`config.mk`:
```
export PLATFORM = sky130hd
export DESIGN_NAME = fetch_buffer
export DESIGN_NICKNAME = d
export VERILOG_FILES = /design/src/rtl/cpu_pkg.sv /design/src/rtl/fetch_skid_reg.sv /design/src/rtl/fetch_buffer.sv
export SDC_FILE = /design/constraint.sdc
export NUM_CORES = 1
export LEC_CHECK = 0
export BUFFER_PORTS_ARGS = -buffer_cell sky130_fd_sc_hd__buf_2
export CORE_ASPECT_RATIO = 0.9
export CORE_MARGIN = 5
export CORE_UTILIZATION = 45
export CTS_CLUSTER_SIZE = 14
export DETAILED_ROUTE_END_ITERATION = 10
export GPL_TIMING_DRIVEN = 0
export PLACE_DENSITY = 0.74
export SYNTH_ARGS = -nofsm -noshare
export SYNTH_HDL_FRONTEND = slang
export SYNTH_SLANG_ARGS = --single-unit
```
`constraint.sdc`:
```
create_clock -name CLK -period 3.5 [get_ports CLK]
set_clock_uncertainty 0.1 [all_clocks]
set_input_delay 0.525 -clock CLK [delete_from_list [all_inputs] [get_ports CLK]]
set_output_delay 0.525 -clock CLK [all_outputs]
set_load 0.02 [all_outputs]
```
`src/rtl/cpu_pkg.sv`:
```
// Shared CPU types: widths, NOP encoding and the IF->ID fetch packet.
// Also holds the fetch-buffer update-priority helper used by fetch_buffer.
package cpu_pkg;

    localparam int PC_W    = 10;
    localparam int INSTR_W = 9;

    localparam logic [INSTR_W-1:0] NOP_INSTR = 9'h000;

    typedef struct packed {
        logic [INSTR_W-1:0] instr;
        logic [PC_W-1:0]    pc;
    } fetch_pkt_t;

    typedef enum logic [2:0] {
        UPD_RESET,
        UPD_FLUSH,
        UPD_DONE,
        UPD_STALL,
        UPD_NORMAL
    } upd_t;

    function automatic upd_t upd_sel(
        input logic rst_n,
        input logic flush,
        input logic done,
        input logic stall
    );
        upd_t r;
        if (!rst_n)     r = UPD_RESET;
        else if (flush) r = UPD_FLUSH;
        else if (done)  r = UPD_DONE;
        else if (stall) r = UPD_STALL;
        else            r = UPD_NORMAL;
        return r;
    endfunction

    function automatic logic [15:0] sat_inc(input logic [15:0] v);
        return (v == 16'hFFFF) ? v : v + 16'd1;
    endfunction

endpackage

```
`src/rtl/fetch_skid_reg.sv`:
```
// One-entry holding register for a fetch packet caught behind a stall.
// Priority: clear > load > drain.
module fetch_skid_reg
    import cpu_pkg::*;
(
    input  logic       i_clk,
    input  logic       i_clear,
    input  logic       i_load,
    input  logic       i_drain,
    input  fetch_pkt_t i_pkt,
    output fetch_pkt_t o_pkt,
    output logic       o_valid
);

    fetch_pkt_t r_pkt;
    logic       r_valid;

    always_ff @(posedge i_clk) begin
        if (i_clear) begin
            r_valid <= 1'b0;
            r_pkt   <= '0;
        end else if (i_load) begin
            r_valid <= 1'b1;
            r_pkt   <= i_pkt;
        end else if (i_drain) begin
            r_valid <= 1'b0;
        end
    end

    assign o_pkt   = r_pkt;
    assign o_valid = r_valid;

endmodule

```
`src/rtl/fetch_buffer.sv`:
```
// Pairs sync-read imem data with its PC, skids across stalls, drops on flush.
// Optional FETCH_PERF_EN adds saturating bubble / flush counters.
module fetch_buffer
    import cpu_pkg::*;
(
    input  logic               CLK,
    input  logic               Init_n,
    input  logic [PC_W-1:0]    PC,
    input  logic               Stall,
    input  logic               Flush,
    input  logic               Done,
    output logic [PC_W-1:0]    imem_addr,
    output logic               imem_rd_en,
    input  logic [INSTR_W-1:0] imem_data,
    output logic [INSTR_W-1:0] ID_instr,
    output logic [PC_W-1:0]    ID_pc,
    output logic               ID_valid
`ifdef FETCH_PERF_EN
    ,
    output logic [15:0]        perf_bubbles,
    output logic [15:0]        perf_flushes
`endif
);

    logic               w_issue;
    upd_t               w_upd;
    fetch_pkt_t         w_f_pkt;
    fetch_pkt_t         w_skid_pkt;
    logic               w_skid_v;
    logic               w_skid_clr;
    logic               w_skid_load;
    logic               w_skid_drain;

    logic               r_f_v;
    logic [PC_W-1:0]    r_f_pc;
    logic [INSTR_W-1:0] r_id_instr;
    logic [PC_W-1:0]    r_id_pc;
    logic               r_id_valid;

    assign w_issue    = Init_n & ~Stall & ~Flush & ~Done;
    assign w_upd      = upd_sel(Init_n, Flush, Done, Stall);
    assign imem_addr  = PC;
    assign imem_rd_en = w_issue;

    assign w_f_pkt = '{instr: imem_data, pc: r_f_pc};

    // Issue is already low under reset/flush, so only Done needs a hold.
    always_ff @(posedge CLK) begin
        if (w_upd != UPD_DONE) begin
            r_f_pc <= PC;
            r_f_v  <= w_issue;
        end
    end

    assign w_skid_clr   = (w_upd == UPD_RESET) || (w_upd == UPD_FLUSH);
    assign w_skid_load  = (w_upd == UPD_STALL) && r_f_v;
    assign w_skid_drain = (w_upd == UPD_NORMAL) && w_skid_v;

    fetch_skid_reg u_skid (
        .i_clk   (CLK),
        .i_clear (w_skid_clr),
        .i_load  (w_skid_load),
        .i_drain (w_skid_drain),
        .i_pkt   (w_f_pkt),
        .o_pkt   (w_skid_pkt),
        .o_valid (w_skid_v)
    );

    always_ff @(posedge CLK) begin
        unique case (w_upd)
            UPD_RESET: begin
                r_id_valid <= 1'b0;
                r_id_instr <= NOP_INSTR;
                r_id_pc    <= '0;
            end
            UPD_FLUSH: r_id_valid <= 1'b0;
            UPD_NORMAL: begin
                if (w_skid_v) begin
                    r_id_valid <= 1'b1;
                    r_id_instr <= w_skid_pkt.instr;
                    r_id_pc    <= w_skid_pkt.pc;
                end else if (r_f_v) begin
                    r_id_valid <= 1'b1;
                    r_id_instr <= w_f_pkt.instr;
                    r_id_pc    <= w_f_pkt.pc;
                end else begin
                    r_id_valid <= 1'b0;
                end
            end
            default: ;
        endcase
    end

    assign ID_instr = r_id_instr;
    assign ID_pc    = r_id_pc;
    assign ID_valid = r_id_valid;

`ifdef FETCH_PERF_EN
    logic        w_bubble;
    logic [15:0] r_perf_bub;
    logic [15:0] r_perf_fl;

    assign w_bubble = (w_upd == UPD_FLUSH) ||
                      ((w_upd == UPD_NORMAL) && !w_skid_v && !r_f_v);

    always_ff @(posedge CLK) begin
        if (w_upd == UPD_RESET) begin
            r_perf_bub <= '0;
            r_perf_fl  <= '0;
        end else if (w_upd != UPD_DONE) begin
            if (w_bubble)
                r_perf_bub <= sat_inc(r_perf_bub);
            if (w_upd == UPD_FLUSH)
                r_perf_fl <= sat_inc(r_perf_fl);
        end
    end

    assign perf_bubbles = r_perf_bub;
    assign perf_flushes = r_perf_fl;
`endif

`ifndef SYNTHESIS
    // A second fetch may only land while the skid is full if decode is stalled.
    a_one_in_flight: assert property (
        @(posedge CLK) disable iff (!Init_n)
        !(r_f_v && w_skid_v && !Stall)
    );
`endif

endmodule

```
# [Word-level counts from Yosys, hierarchy flattened]
# Cells that the tools add are included.
[word_totals] regBits=51
[op_classes] mux=15 bitwise_logic=6 n_reduce_logical=9 n_eq_ne=5
[op_table] operator="two-way mux 10 bit" count=2
[op_table] operator="case mux 10 bit (2 select lines)" count=1
[op_table] operator="two-way mux 9 bit" count=2
[op_table] operator="case mux 9 bit (2 select lines)" count=1
[op_table] operator="two-way mux 3 bit" count=4
[op_table] operator="!= test 3 x 2 -> 1 bit, second input constant" count=2
[op_table] operator="nonzero test 2 bit" count=3
[op_table] operator="two-way mux 1 bit" count=4
[op_table] operator="AND 1 bit" count=3
[op_table] operator="== test 3 x 1 -> 1 bit, second input constant" count=1
[op_table] operator="== test 3 x 2 -> 1 bit, second input constant" count=1
[op_table] operator="== test 3 bit, second input constant" count=1
[op_table] operator="zero test 3 bit" count=1
[op_table] operator="NOT 1 bit" count=3
[op_table] operator="logical AND 1 bit" count=2
[op_table] operator="case mux 1 bit (2 select lines)" count=1
[op_table] operator="AND reduction 2 bit" count=1
[op_table] operator="OR reduction 2 bit" count=1
[op_table] operator="logical OR 1 bit" count=1

# [Longest topological paths before layout]
# Gate-level depths: netlist (run 1).
[logic_depth] word_depth=8 depth_mapped=4

# [Hierarchy]
# A second synthesis (run 1) with hierarchy kept.
[unflattened] hier_cells=162 hier_area_um2=2159.6
[by_module_without_submodules] mod="fetch_buffer" area_per_inst_um2=1452.6 instances=1 cells_each=97
[by_module_without_submodules] mod="fetch_skid_reg" area_per_inst_um2=706.9 instances=1 cells_each=65

# [Worst setup path after synthesis (run 1)]
# No wires, ideal clock.
[synth_path] path_type="input port to flip-flop" startpoint="in Flush" endpoint="reg r_id_instr[0], in the netlist ID_instr[0], enable pin" path_slack_ns=0.193 arrival_time_ns=2.757 path_stages=2 t_required_ns=2.950 cell_sequence="clkbuf_1 o41ai_1"
[synth_between] elab_chain_len=5 elab_cells_between_ends=7 cone_classes="eq/ne (2); mux (2); reduce/logical (3)"
[synth_lines] item="start: declaration" line_no="fetch_buffer.sv:10" text="input logic Flush,"
[synth_lines] item="two-way mux 3 bit (*)" line_no="cpu_pkg.sv:31" text="else if (flush) r = UPD_FLUSH;"
[synth_lines] item="two-way mux 3 bit (*)" line_no="cpu_pkg.sv:30" text="if (!rst_n) r = UPD_RESET;"
[synth_lines] item="== test 3 bit or zero test 3 bit (tied branches)" line_no="fetch_buffer.sv:70" text="unique case (w_upd)"
[synth_lines] item="!= test 3 x 2 -> 1 bit (no line) or nonzero test 2 bit (tied branches)"
[synth_lines] item="AND reduction 2 bit (no line) (*)"
[synth_lines] item="end signal: assignment" line_no="fetch_buffer.sv:80" text="r_id_instr <= w_skid_pkt.instr;"
[synth_lines] item="end signal: assignment" line_no="fetch_buffer.sv:84" text="r_id_instr <= w_f_pkt.instr;"
[synth_lines] item="end: declaration" line_no="fetch_buffer.sv:36" text="logic [INSTR_W-1:0] r_id_instr;"
# Mark *: on every way between the ends. The rest lies on a longest branch, timed or not.
# A chain may end at the register's enable or synchronous reset.

# [Worst setup path in the final report (run 1)]
[layout_path] startpoint="in Done" endpoint="out imem_rd_en"
[layout_between] elab_chain_len=2
[layout_lines] item="start: declaration" line_no="fetch_buffer.sv:11" text="input logic Done,"
[layout_lines] item="NOT 1 bit" line_no="fetch_buffer.sv:40" text="assign w_issue = Init_n & ~Stall & ~Flush & ~Done;"
[layout_lines] item="AND 1 bit" line_no="fetch_buffer.sv:40"
[layout_lines] item="end: declaration" line_no="fetch_buffer.sv:13" text="output logic imem_rd_en,"
# No other way between the ends.

==> impl_metrics.py, run 1 <==
metrics = {
    "run_status": {
        "status": "completed",
    },
    "floorplanning": {
        "ios": 55,
        "num_rows": 24,
        "die_area_um2": 6620,
        "core_area_um2": 4895,
        "die_h_um": 77.69,
        "fp.dieW_um": 85.21,
        "initial_utilization": 0.4680,
    },
    "worst_setup_path": {
        "crit_path_frequent_cell": "buf_2",
        "reg2reg_to": "ID_pc[3]",
        "crit_start": "Done",
        "path_max_fanout": 10,
        "reg2reg_from": "u_skid.o_valid",
        "cp.required_ns": 2.87,
        "reg2reg_slack_ns": 1.80,
        "worstSetupStartpointType": "input port",
        "critPathBufInv": 4,
        "crit_type": "in -> out",
        "critPathMaxStageDelay_ns": 0.56,
        "critPathArrivalTime_ns": 1.60,
        "cpLargestDelayFamily": "simple AND/OR/NAND/NOR gates",
        "critPathSlowestCell": "or4b_4",
        "crit_chain": "buf_2 > or4b_4 > buf_6 > inv_2 > buf_2",
        "reg2regPathDepth": 3,
        "cp-end-kind": "output pin",
    },
    "routing": {
        "remaining_drc_errors": 0,
        "wl_per_cell_um": 14.53,
        "vias": 1588,
        "drtIter0Drc": 138,
        "vias_per_cell": 5.106,
        "drt_wl_total_mm": 4.520,
        "firstDrtPassIters": 5,
        "postRouteAntennaNets": 0,
    },
    "clock_tree": {
        "clockBufferDepth": 2,
        "insertion_delay_ns": 0.30,
        "cts_resized": 0,
        "clock-sinks": 51,
        "h-tree-depth": 2,
        "cts_made_buffers": 5,
        "cts_root_buf": "clkbuf_8",
        "hold_buffers": 0,
        "clkTransAtPathRegs_ns": 0.09,
        "post_cts_buffers": 0,
        "cts_tree": "yes",
    },
    "synth": {
        "synth_top_area_share": 0.4063,
        "synth_area_leader_cell": "edfxtp_1",
        "yosysWarnings": 0,
        "async_flop_share": 0,
        "synth_edf_count": 31,
        "yosys_most_used_dff": "edfxtp_1",
        "syn_area_um2": 2291,
        "avgSynthCellArea_um2": 12.59,
        "ys_seq_elements": 51,
        "synth_fp_nets": 206,
        "synthTopCellsByArea": "edfxtp_1 41%, dfxtp_1 17%, mux2i_1 17%",
        "ys_seq_area_frac": 0.5811,
        "synthCells": 182,
        "synth_cell_types": 18,
        "ys_top_cells_by_count": "38 x mux2i_1, 38 x nand3b_1, 31 x edfxtp_1",
    },
    "place": {
        "dp_hpwl_mm": 3.304,
        "pre_cts_ws_ns": 1.281,
        "gp_congestion": 0.7679,
        "place_inst": 303,
        "numPortBuffers": 54,
        "post_dp_cell_area_um2": 2665,
    },
    "timing": {
        "slew_headroom": 0.4668,
        "tightest_slew_ns": 0.7997,
        "post-route-min-period_ns": 2.222,
        "setup_viol": 0,
        "rsz0062_at_grt": "false",
        "max_freq_ghz": 0.4501,
        "finalMaxSlewViolations": 0,
        "finalHoldViolCount": 0,
        "min_period_over_period": 0.6347,
        "setup_ws_ns": 1.278,
    },
    "finish": {
        "stdcell_count": 311,
        "antenna_cells": 0,
        "drive_gt1_frac": 0.3333,
        "area_growth_pct": 21.46,
        "nNetsFinal": 269,
        "n_fill_cell": 414,
        "multi_input_area_um2": 813.3,
        "register_area_um2": 1331,
        "final_area_um2": 2783,
    },
    "global_route": {
        "grt_use_total": 0.1441,
        "antenna_found_initial": 0,
        "grt_pass1_wl_mm": 7.562,
        "gr-total-overflow": 0,
        "grt_pass1_vias": 1558,
        "grt_max_degree": 16,
    },
    "min_path": {
        "hold_class": "in -> reg",
        "min_path_cells": 1,
        "whs_endpoint": "r_f_pc[9]",
        "min_from": "PC[9]",
    },
    "run": {
        "maxCapViolations": 0,
    },
    "power_and_ir_drop": {
        "p_per_area_nw_per_um2": 436.9,
        "p_leak_uw": 0.001056,
        "peakVddDrop_uv": 249.5,
    },
}
[layout make-up]
type                    count  share of cell area
clock inverters             2             0.01259
plain buffers              25             0.05396
flip-flops and latches     51              0.4784
inverters                   1            0.001349
multi-input cells         105              0.2923
well taps                  65             0.02923
repair buffers             56              0.1025
clock buffers               6             0.02968
[cell families (layout without fill, tap and decap cells)]
logic type / after synthesis / after routing / synth area share
compound gates: 4 / 4 / 0.01256
buf+inv: 26 / 90 / 0.06717
flops: 51 / 51 / 0.5811
mux: 38 / 38 / 0.1660
simple gates: 63 / 63 / 0.1731
[registers in the layout, indices dropped and copies added, names as in the netlist]
signal and count:
r_f_v 1, u_skid.o_valid 1, r_f_pc 10, ID_pc 10
ID_instr 9, u_skid.o_pkt 19, ID_valid 1
[placed cells by master (no fill, tap or decap)]
cell / count
buf_2: 57
mux2i_1: 38
nand3b_1: 38
edfxtp_1: 31
nor2_1: 21
dfxtp_1: 20
buf_4: 12
clkbuf_1: 9
clkbuf_8: 6
buf_6: 2
o21a_1: 2
nor2b_1: 1
nand2_1: 1
or4b_4: 1
inv_2: 1
o21ai_0: 1
o41ai_2: 1
buf_1: 1
and3b_1: 1
bufinv_16: 1
clkinv_2: 1
[how the worst max path moves through the flow]
stage                             end  slack, ns  cells after the start
after CTS                  imem_rd_en       1.28                      5
after global routing       imem_rd_en       1.26                      5
after detailed placement   imem_rd_en       1.28                      5
after floorplan           ID_instr[0]       0.19                      2
final                      imem_rd_en       1.28                      5
after global placement       ID_pc[8]      -1.00                      3
[where the power goes]
group          switching [uW]  total, uW  internal (uW)
Combinational            76.0        130           54.2
Sequential               10.5        672            661
Clock                     183        414            231
[metrics by stage]
step	TNS, ns	hold WS, ns	util	total power [uW]
5_1_grt	0	0.2961	0.5685	1262
2_1_floorplan	0	0.3618	-	763.9
3_3_place_gp	-19.06	0.3722	0.5399	812.1
6_report	0	0.3153	0.5685	1216
3_5_place_dp	0	0.3818	0.5445	817.0
4_1_cts	0	0.3050	0.5685	1229
[per-layer routing]
layer,global-route usage,part of all wire,up-vias
met5,0,0,-
met4,0.04747,0.0060,0
met3,0.04131,0.072,4
met2,0.2143,0.45,59
met1,0.2023,0.48,755
li1,-,-,770
Note: power is estimated with default switching activity, not from simulation.
==> run 2: changes to the inputs <==
--- a/config.mk
+++ b/config.mk
@@ -12,7 +12,7 @@
 export CTS_CLUSTER_SIZE = 14
 export DETAILED_ROUTE_END_ITERATION = 10
 export GPL_TIMING_DRIVEN = 0
-export PLACE_DENSITY = 0.74
+export PLACE_DENSITY = 0.71
 export SYNTH_ARGS = -nofsm -noshare
 export SYNTH_HDL_FRONTEND = slang
 export SYNTH_SLANG_ARGS = --single-unit
==> constraint.sdc (replaced) <==
create_clock -name CLK -period 2.3 [get_ports CLK]
set_clock_uncertainty 0.1 [all_clocks]
set_input_delay 0.345 -clock CLK [delete_from_list [all_inputs] [get_ports CLK]]
set_output_delay 0.345 -clock CLK [all_outputs]
set_load 0.02 [all_outputs]
==> run 2 against run 1 <==
  * Hold slack lost 0.18 ns
  * Combinational power grew 54%
  * Clock power grew 21%
  * Non-clock buffer count shrank 1
  * Setup slack lost 0.86 ns
  * Sequential cell count is the same
  * Critical path depth is the same
  * Highest routed layer unchanged
==> impl_metrics.py, run 2 (synthesis results as in run 1) <==
metrics = {
    "routing": {
        "vias_per_cell": 4.894,
        "postRouteAntennaNets": 0,
        "drt_wl_total_mm": 4.527,
        "drtIter0Drc": 81,
        "vias": 1517,
        "firstDrtPassIters": 4,
        "wl_per_cell_um": 14.60,
        "remaining_drc_errors": 0,
    },
    "floorplanning": {
        "fp.dieW_um": 85.21,
        "initial_utilization": 0.4680,
        "die_area_um2": 6620,
        "ios": 55,
        "core_area_um2": 4895,
        "num_rows": 24,
        "die_h_um": 77.69,
    },
    "clock_tree": {
        "post_cts_buffers": 0,
        "cts_made_buffers": 5,
        "hold_buffers": 0,
        "cts_resized": 0,
        "cts_root_buf": "clkbuf_8",
        "insertion_delay_ns": 0.31,
        "clock-sinks": 51,
        "clockBufferDepth": 2,
        "clkTransAtPathRegs_ns": 0.09,
        "h-tree-depth": 2,
        "cts_tree": "yes",
    },
    "worst_setup_path": {
        "path_max_fanout": 10,
        "worstSetupStartpointType": "input port",
        "reg2reg_to": "ID_pc[0]",
        "reg2reg_from": "u_skid.o_valid",
        "crit_chain": "buf_2 > or4b_4 > buf_6 > inv_2 > buf_2",
        "reg2regPathDepth": 3,
        "crit_path_frequent_cell": "buf_2",
        "critPathArrivalTime_ns": 1.44,
        "reg2reg_slack_ns": 0.56,
        "critPathSlowestCell": "or4b_4",
        "crit_type": "in -> out",
        "cp.required_ns": 1.86,
        "critPathMaxStageDelay_ns": 0.57,
        "cp-end-kind": "output pin",
    },
    "run": {
        "maxCapViolations": 0,
    },
    "finish": {
        "largest_reg_flops": 19,
        "final_common_cell": "buf_2",
        "area_growth_pct": 20.37,
        "stdcell_count": 310,
        "nNetsFinal": 268,
        "antenna_cells": 0,
        "drive_gt1_frac": 0.3265,
        "mostFrequentLayoutCells": "57 x buf_2, 38 x mux2i_1, 38 x nand3b_1",
    },
    "place": {
        "place_inst": 302,
        "dp_hpwl_mm": 3.210,
        "numPortBuffers": 54,
        "gp_congestion": 0.7635,
    },
    "global_route": {
        "grt_max_degree": 16,
        "grt_pass1_vias": 1438,
        "antenna_found_initial": 0,
        "grt_use_total": 0.1416,
        "gr-total-overflow": 0,
        "grt_pass1_wl_mm": 7.369,
    },
    "power_and_ir_drop": {
        "p_per_area_nw_per_um2": 624.9,
        "peakVddDrop_uv": 286.9,
        "p_leak_uw": 0.001038,
        "p_total_uw": 1723,
    },
    "timing": {
        "rsz0062_at_grt": "false",
        "finalMaxSlewViolations": 0,
        "finalHoldViolCount": 0,
        "setup_viol": 0,
        "min_period_over_period": 0.8185,
        "max_freq_ghz": 0.5312,
        "slew_headroom": 0.4563,
        "post-route-min-period_ns": 1.883,
        "tightest_slew_ns": 0.8155,
    },
    "min_path": {
        "min_from": "PC[9]",
        "hold_class": "in -> reg",
        "min_path_cells": 1,
        "whs_endpoint": "r_f_pc[9]",
    },
    "run_status": {
        "status": "completed",
    },
}
## run 2: cell type report
cell class              count  area [um^2]
clock buffers               6        72.57
well taps                  65        81.33
inverters                   1        3.754
plain buffers              25        150.1
fillers                   431         2137
multi-input cells         105        824.5
flip-flops and latches     51         1331
repair buffers             55        281.5
clock inverters             2        12.51
## run 2: worst max path at each step
stage | start | endpoint | slack (ns) | cells past startpoint
global placement | Flush | ID_pc[2] | -0.72 | 3
detailed placement | Flush | ID_pc[1] | 0.31 | 4
floorplan | Flush | ID_instr[0] | 0.07 | 2
CTS | Done | imem_rd_en | 0.42 | 5
global route | Done | imem_rd_en | 0.38 | 5
finish | Done | imem_rd_en | 0.42 | 5
## run 2: power by group
group	total, uW	switching, uW	internal, uW	leakage (uW)
Sequential	1020	14.9	1010	0.000482
Clock	502	289	213	0.0000412
Combinational	200	117	82.8	0.000515
## run 2: stage by stage
step | setup TNS [ns] | hold WS, ns | util | setup slack (ns) | area, um^2
CTS | 0 | 0.1212 | 0.5634 | 0.4234 | 2758
floorplan | 0 | 0.3439 | - | 0.07276 | 2298
global placement | -13.56 | 0.3733 | 0.5414 | -0.7154 | 2650
detailed placement | 0 | 0.3816 | 0.5460 | 0.3149 | 2673
global route | 0 | 0.1244 | 0.5634 | 0.3773 | 2758
finish | 0 | 0.1328 | 0.5634 | 0.4175 | 2758
## run 2: metal layers
metal	global-route usage	up-vias	part of all wire
met5	0	-	0
met4	0.04747	0	0.015
met3	0.04343	6	0.063
met2	0.2034	45	0.42
met1	0.2028	703	0.50
li1	-	763	-
## run 2: critical path: cells and delay by family
family | cells | cell delay, ns
buf+inv | 4 | 0.52
simple gates | 1 | 0.57
